## src/rtl/serial_adder16.sv

```systemverilog
// Bit-serial adder: one full_adder cell processes operands LSB first, one bit per clock.
// Result and carry-out are registered on completion and held until the next one.

module full_adder (
    input  logic a,
    input  logic b,
    input  logic c,
    output logic carry,
    output logic sum
);
    assign sum   = a ^ b ^ c;
    assign carry = (a & b) | (c & (a ^ b));
endmodule

module serial_adder16 #(
    parameter int unsigned WIDTH = 16
) (
    input  logic             clk,
    input  logic             rst_n,
    input  logic             start,
    input  logic [WIDTH-1:0] a,
    input  logic [WIDTH-1:0] b,
    input  logic             cin,
    output logic             busy,
    output logic             done,
    output logic [WIDTH-1:0] sum,
    output logic             cout
);
    localparam int unsigned CNT_W = (WIDTH > 1) ? $clog2(WIDTH) : 1;

    typedef enum logic [1:0] {
        IDLE  = 2'd0,
        SHIFT = 2'd1,
        DONE  = 2'd2
    } state_e;

    state_e             state_q, state_d;
    logic [WIDTH-1:0]   a_sh_q, a_sh_d;
    logic [WIDTH-1:0]   b_sh_q, b_sh_d;
    logic [WIDTH-1:0]   psum_q, psum_d;
    logic [WIDTH-1:0]   sum_q, sum_d;
    logic [CNT_W-1:0]   cnt_q, cnt_d;
    logic               carry_q, carry_d;
    logic               cout_q, cout_d;
    logic               busy_q, busy_d;
    logic               done_q, done_d;
    logic               load_c;
    logic               last_bit_c;
    logic               fa_carry;
    logic               fa_sum;

    full_adder u_fa (
        .a     (a_sh_q[0]),
        .b     (b_sh_q[0]),
        .c     (carry_q),
        .carry (fa_carry),
        .sum   (fa_sum)
    );

    assign last_bit_c = (cnt_q == CNT_W'(WIDTH - 1));

    // Next-state, datapath and registered-output decode
    always_comb begin
        state_d = state_q;
        a_sh_d  = a_sh_q;
        b_sh_d  = b_sh_q;
        psum_d  = psum_q;
        sum_d   = sum_q;
        cnt_d   = cnt_q;
        carry_d = carry_q;
        cout_d  = cout_q;
        load_c  = 1'b0;

        case (state_q)
            IDLE: begin
                if (start) begin
                    load_c = 1'b1;
                end
            end
            SHIFT: begin
                a_sh_d  = a_sh_q >> 1;
                b_sh_d  = b_sh_q >> 1;
                carry_d = fa_carry;
                psum_d  = {fa_sum, psum_q[WIDTH-1:1]};
                cnt_d   = cnt_q + CNT_W'(1);
                if (last_bit_c) begin
                    state_d = DONE;
                    sum_d   = {fa_sum, psum_q[WIDTH-1:1]};
                    cout_d  = fa_carry;
                end
            end
            DONE: begin
                if (start) begin
                    load_c = 1'b1;
                end else begin
                    state_d = IDLE;
                end
            end
            default: begin
                state_d = IDLE;
            end
        endcase

        // A start in IDLE or DONE captures fresh operands
        if (load_c) begin
            state_d = SHIFT;
            a_sh_d  = a;
            b_sh_d  = b;
            carry_d = cin;
            cnt_d   = '0;
        end

        busy_d = (state_d == SHIFT);
        done_d = (state_d == DONE);
    end

    always_ff @(posedge clk or negedge rst_n) begin
        if (!rst_n) begin
            state_q <= IDLE;
            a_sh_q  <= '0;
            b_sh_q  <= '0;
            psum_q  <= '0;
            sum_q   <= '0;
            cnt_q   <= '0;
            carry_q <= 1'b0;
            cout_q  <= 1'b0;
            busy_q  <= 1'b0;
            done_q  <= 1'b0;
        end else begin
            state_q <= state_d;
            a_sh_q  <= a_sh_d;
            b_sh_q  <= b_sh_d;
            psum_q  <= psum_d;
            sum_q   <= sum_d;
            cnt_q   <= cnt_d;
            carry_q <= carry_d;
            cout_q  <= cout_d;
            busy_q  <= busy_d;
            done_q  <= done_d;
        end
    end

    assign busy = busy_q;
    assign done = done_q;
    assign sum  = sum_q;
    assign cout = cout_q;

endmodule

```

## config.mk

```make
export PLATFORM = sky130hd
export DESIGN_NAME = serial_adder16
export DESIGN_NICKNAME = d
export VERILOG_FILES = /design/src/rtl/serial_adder16.sv
export SDC_FILE = /design/constraint.sdc
export NUM_CORES = 1
export LEC_CHECK = 0
export BUFFER_PORTS_ARGS = -buffer_cell sky130_fd_sc_hd__clkbuf_2
export CAP_MARGIN = 25
export CORE_MARGIN = 1.5
export CORE_UTILIZATION = 39
export DETAILED_ROUTE_END_ITERATION = 16
export SLEW_MARGIN = 20
export SYNTH_ARGS = -nofsm -noshare
export SYNTH_HDL_FRONTEND = slang
export SYNTH_SLANG_ARGS = --single-unit
```

## constraint.sdc

```tcl
create_clock -name clk -period 1.7 [get_ports clk]
set_input_delay 0.255 -clock clk [delete_from_list [all_inputs] [get_ports clk]]
set_output_delay 0.255 -clock clk [all_outputs]
set_load 0.01 [all_outputs]
```

==> flow_summary.yaml, run 1 <==
pwr:
  power-per-cell-area_nw_per_um2: 1880
  power_leakage_nw: 1.90
  ir_drop_v: 0.000897
place:
  io_buffers: 54
  dp.cells: 447
  place_ws_ns: 0.0894
  gp_congestion: 0.728
  place_hpwl_um: 3890
sta:
  drv_slew: 0
  slew_headroom_pct: 68.4
  setup_slack_ns: 0.0964
  hold_violations: 0
  finalSetupViolations: 0
  setup_tns_ns: 0
  fin_skew_ns: 0.00740
  rsz0062_at_grt: "no"
  tightestPinTransition_ns: 0.474
  timing.final.crit_share_pct: 94.3
  fmax_ghz: 0.624
  fin_crit_ns: 1.60
critical_path:
  crit_arrival_ns: 1.83
  worst_setup_path_start_kind: "flip-flop"
  cp.required_ns: 1.93
  reg2reg_setup_slack_ns: 0.1
  endpoint_kind: "flip-flop"
  crit_type: "flip-flop to flip-flop"
  crit_fanout: 5
final_layout:
  n_fill_cell: 724
  syn_to_final_growth_pct: 23.0
  num_antenna_cells: 0
  nets: 399
  fin_cells: 468
  layout-drive-gt1-share_pct: 27.6
grt:
  grt_pass1_wl_um: 10500
  grt_pass1_vias: 2196
  grt_remaining_overflow: 0
  grt_max_degree: 52
  antenna_found_initial: 0
  grt_usage_pct: 16.1
clocking:
  numCtsBuffers: 9
  root_buffer: "clkbuf_8"
  cts_num_sinks: 73
  cts.path.max_buffers: 2
  clock_latency_ns: 0.34
  clkTransAtPathRegs_ns: 0.08
  h-tree-depth: 3
  cts_resized: 0
  cts_tree: "built"
yosys:
  synthCells: 305
  syn-num-nets: 343
  synth_ff_type: "dfrtp_1"
  synthArstFlopShare_pct: 100
  syn-cell-area_um2: 3060
  ys_seq_area_share_pct: 59.8
  ys_ff_latch: 73
  synth_cell_type_count: 27
  yosysWarnings: 0
  synth_edf_count: 0
  syn_area_per_cell_um2: 10.0
die:
  core-area_um2: 7650
  start_util_pct: 40.0
  fp.dieH_um: 91.5
  ios: 55
  num_rows: 32
  dieArea_um2: 8380
  die_w_um: 91.5
job:
  maxCapViolCount: 0
detailed_routing:
  detailroute.via_count: 2263
  vias_per_cell: 4.84
  drtIter0Drc: 120
  wirelength_um: 6080
  drcViolationCount: 0
  first_pass_iters: 4
  wl_per_cell_um: 13.0
  antenna_left: 0
worst_hold_path:
  holdCritPathClass: "primary input to flip-flop"
status:
  status: "finished clean"
-- worst max-delay path: stages (launching register included) --
cell	delay [ns]
dfrtp_1	0.41
ha_1	0.22
and3_1	0.21
and2_4	0.18
buf_4	0.17
mux2_4	0.29
-- synthesized netlist by cell type (all sizes together) (2+ instances only) --
master    n  area share (%)
a22oi     3            0.74
buf      11             2.5
mux2     17             7.4
dfrtp    73              60
a21oi     2            0.33
clkbuf   10             1.2
nand2b    2            0.41
nand3     5            0.82
and2      2            0.49
nor2b     2            0.65
nor2     29             3.6
nand2   111              14
o21ai     3            0.49
a31oi    28             5.7
-- metal layers --
| layer | track usage (%) | vias up | part of all wire, % |
|---|---|---|---|
| met1 | 21.6 | 1080 | 47 |
| met5 | 0 | - | 0 |
| li1 | - | 1112 | - |
| met3 | 5.86 | 10 | 6.0 |
| met4 | 4.69 | 0 | 1.0 |
| met2 | 24.6 | 61 | 46 |
-- power breakdown --
part	total [W]	leakage (nW)	switching, W	internal (W)
registers	0.00299	0.922	0.000465	0.00252
logic	0.00242	0.854	0.00134	0.00108
clock network	0.00165	0.120	0.000633	0.00101
total	0.00706	1.90	0.00244	0.00462
-- cell families (layout without fill, tap and decap cells) --
group           count (synthesis)  in the layout  share of synthesized area (%)
simple gates                  154            154                           20.2
flops                          73             73                           59.8
compound gates                 36             36                           7.29
buf+inv                        21             82                           3.68
mux                            18             18                           7.70
fa+ha+maj                       2              2                           1.06
xor+xnor                        1              1                          0.287
-- repair_timing --
action,4_1_cts,5_1_grt
endpoints found under the setup margin,0,1
endpoints found under the hold margin,20,0
setup buffers,0,4
hold buffers,1,0
-- path summary, 6_finish.rpt --
check | depth (start not counted) | startpoint | end
worst max-delay path | 5 | cnt_q[0] | sum[10]
worst min-delay path | 3 | a[15] | a_sh_q[15]
worst max register to register | 5 | cnt_q[0] | sum[10]
worst min register to register | 2 | psum_q[1] | psum_q[1]
max in group asynchronous | 3 | rst_n | psum_q[6]
min in group asynchronous | 2 | rst_n | b_sh_q[13]
-- layout by cell type, fill, tap and decap left out, types with 6 or more instances in the layout --
cell	synthesis	routed
nand2_1	111	111
dfrtp_1	73	73
clkbuf_2	0	53
nor2_1	29	29
a31oi_1	28	28
clkbuf_8	0	10
mux2_4	9	9
mux2_2	8	8
buf_4	0	6
buf_12	0	6
-- flip-flops by register name (all words and copies together) (netlist names), 2 cells and up --
signal	count
b_sh_q	16
sum	16
cnt_q	4
psum_q	15
state_q	2
a_sh_q	16
-- metrics by stage --
step	instance area, µm²	hold slack (ns)	utilization, %	power [W]
2_1_floorplan	3060	-0.0406	-	0.00465
3_3_place_gp	3450	0.168	45.1	0.00538
3_5_place_dp	3450	0.168	45.1	0.00545
4_1_cts	3710	0.122	48.5	0.00713
5_1_grt	3760	0.148	49.2	0.00763
6_report	3760	0.135	49.2	0.00706
-- cell type report --
class	count	area [µm²]	share of cell area, %
clock buffer	11	141	3.76
clock inverter	5	103	2.73
multi-input combinational	211	1120	29.8
sequential	73	1830	48.6
tap	102	128	3.39
timing repair buffer	66	440	11.7
Note: power is estimated with default switching activity, not from simulation.
==> inputs of run 2 (changes only) <==
--- a/config.mk
+++ b/config.mk
@@ -10,6 +10,7 @@
 export CORE_MARGIN = 1.5
 export CORE_UTILIZATION = 39
 export DETAILED_ROUTE_END_ITERATION = 16
+export RECOVER_POWER = 100
 export SLEW_MARGIN = 20
 export SYNTH_ARGS = -nofsm -noshare
 export SYNTH_HDL_FRONTEND = slang
==> flow_summary.yaml, run 2 (synthesis results as in run 1) <==
status:
  status: "finished clean"
final_layout:
  final_cell_mix: "nand2_1, dfrtp_1, clkbuf_2, nor2_1, a31oi_1"
  num_antenna_cells: 0
  layout_commonest_cell: "nand2_1"
  nets: 399
  syn_to_final_growth_pct: 21.2
  n_fill_cell: 743
  layout-drive-gt1-share_pct: 21.3
die:
  num_rows: 32
  core-area_um2: 7650
  die_w_um: 91.5
  start_util_pct: 40.0
  dieArea_um2: 8380
  ios: 55
  fp.dieH_um: 91.5
critical_path:
  crit_slowest_cell: "dfrtp_1"
  worstPathBufferInverterCount: 1
  crit_arrival_ns: 1.83
  cpPeakStageDelay_ns: 0.41
  crit_type: "flip-flop to flip-flop"
  crit_fanout: 5
  critical_path.top_delay_family: "flip-flops"
  endpoint_kind: "flip-flop"
  path_cells: "ha_1, and3_1, and2_4, buf_4, mux2_4"
  worst_setup_path_start_kind: "flip-flop"
  cp.required_ns: 1.92
detailed_routing:
  drtIter0Drc: 113
  antenna_left: 0
  wirelength_um: 6060
  detailroute.via_count: 2268
  wl_per_cell_um: 12.9
  drcViolationCount: 0
  vias_per_cell: 4.85
  first_pass_iters: 4
grt:
  grt_usage_pct: 16.1
  grt_remaining_overflow: 0
  grt_pass1_vias: 2196
  grt_pass1_wl_um: 10500
  antenna_found_initial: 0
  grt_max_degree: 52
sta:
  timing.final.crit_share_pct: 94.3
  drv_slew: 0
  fin_skew_ns: 0.00687
  hold_violations: 0
  slew_headroom_pct: 62.0
  setup_tns_ns: 0
  finalSetupViolations: 0
  rsz0062_at_grt: "no"
  fmax_ghz: 0.624
  tightestPinTransition_ns: 0.569
  fin_crit_ns: 1.60
  holdWs_ns: 0.138
clocking:
  cts_tree: "built"
  clock_latency_ns: 0.34
  cts_num_sinks: 73
  clkTransAtPathRegs_ns: 0.08
  h-tree-depth: 3
  cts_resized: 0
  cts.path.max_buffers: 2
  root_buffer: "clkbuf_8"
  numCtsBuffers: 9
pwr:
  switching_share_pct: 34.8
  pwr-share-comb_pct: 33.6
  ir_drop_v: 0.000888
  p_seq_share_pct: 42.8
  p_clk_share_pct: 23.6
  power-per-cell-area_nw_per_um2: 1880
  switching_power_w: 0.00243
  power_leakage_nw: 1.82
  p_int_w: 0.00454
job:
  maxCapViolCount: 0
place:
  place_hpwl_um: 3890
  gp_congestion: 0.728
  io_buffers: 54
worst_hold_path:
  holdCritPathClass: "primary input to flip-flop"
## run 2: power groups by stage
stage,Clock (W),Combinational [W],Sequential [W]
after floorplan,0,0.00167,0.00298
after global placement,0,0.00238,0.00300
after detailed placement,0,0.00243,0.00302
after CTS,0.00169,0.00245,0.00299
after global routing,0.00176,0.00270,0.00308
final,0.00164,0.00234,0.00298
## run 2: final cells by class
class	instances	area (µm²)	share of cell area (%)
clock buffer	11	141	3.82
sequential	73	1830	49.3
timing repair buffer	66	397	10.7
clock inverter	5	103	2.77
tap	102	128	3.45
multi-input combinational	211	1110	29.9
## run 2: worst paths after layout
kind | from | end | slack, ns | cells past startpoint
min in group asynchronous | rst_n | b_sh_q[13] | 0.42 | 2
worst min-delay path | a[15] | a_sh_q[15] | 0.14 | 3
max in group asynchronous | rst_n | psum_q[9] | 0.34 | 3
worst max-delay path | cnt_q[0] | sum[10] | 0.1 | 5
worst max register to register | cnt_q[0] | sum[10] | 0.1 | 5
worst min register to register | psum_q[1] | psum_q[1] | 0.47 | 2
## run 2: worst min-delay path, cell delays in order
cell and delay, ns:
clkbuf_2 0.09, nand2_1 0.05, a21oi_1 0.05
## run 2: routing by layer
layer,global-route usage (%),wire length (µm)
met1,21.6,2920
met2,24.6,2720
met3,5.86,344
met4,4.69,73
met5,0,0
## run 2: what timing repair did
action                                  CTS  global route
hold buffers                              1             0
hold endpoints to repair                 20             0
endpoints found under the setup margin    0             1
buffers inserted                          0             4
## run 2: per-stage QoR
| step | total power (W) | instances | util, % | cell area, µm² | setup slack (ns) |
|---|---|---|---|---|---|
| 3_5_place_dp | 0.00545 | 447 | 45.1 | 3450 | 0.0894 |
| 6_report | 0.00696 | 468 | 48.4 | 3700 | 0.0968 |
| 5_1_grt | 0.00754 | 468 | 48.4 | 3700 | 0.0449 |
| 3_3_place_gp | 0.00538 | 447 | 45.1 | 3450 | 0.127 |
| 2_1_floorplan | 0.00465 | 305 | - | 3060 | 0.0894 |
| 4_1_cts | 0.00713 | 464 | 48.5 | 3710 | 0.0716 |
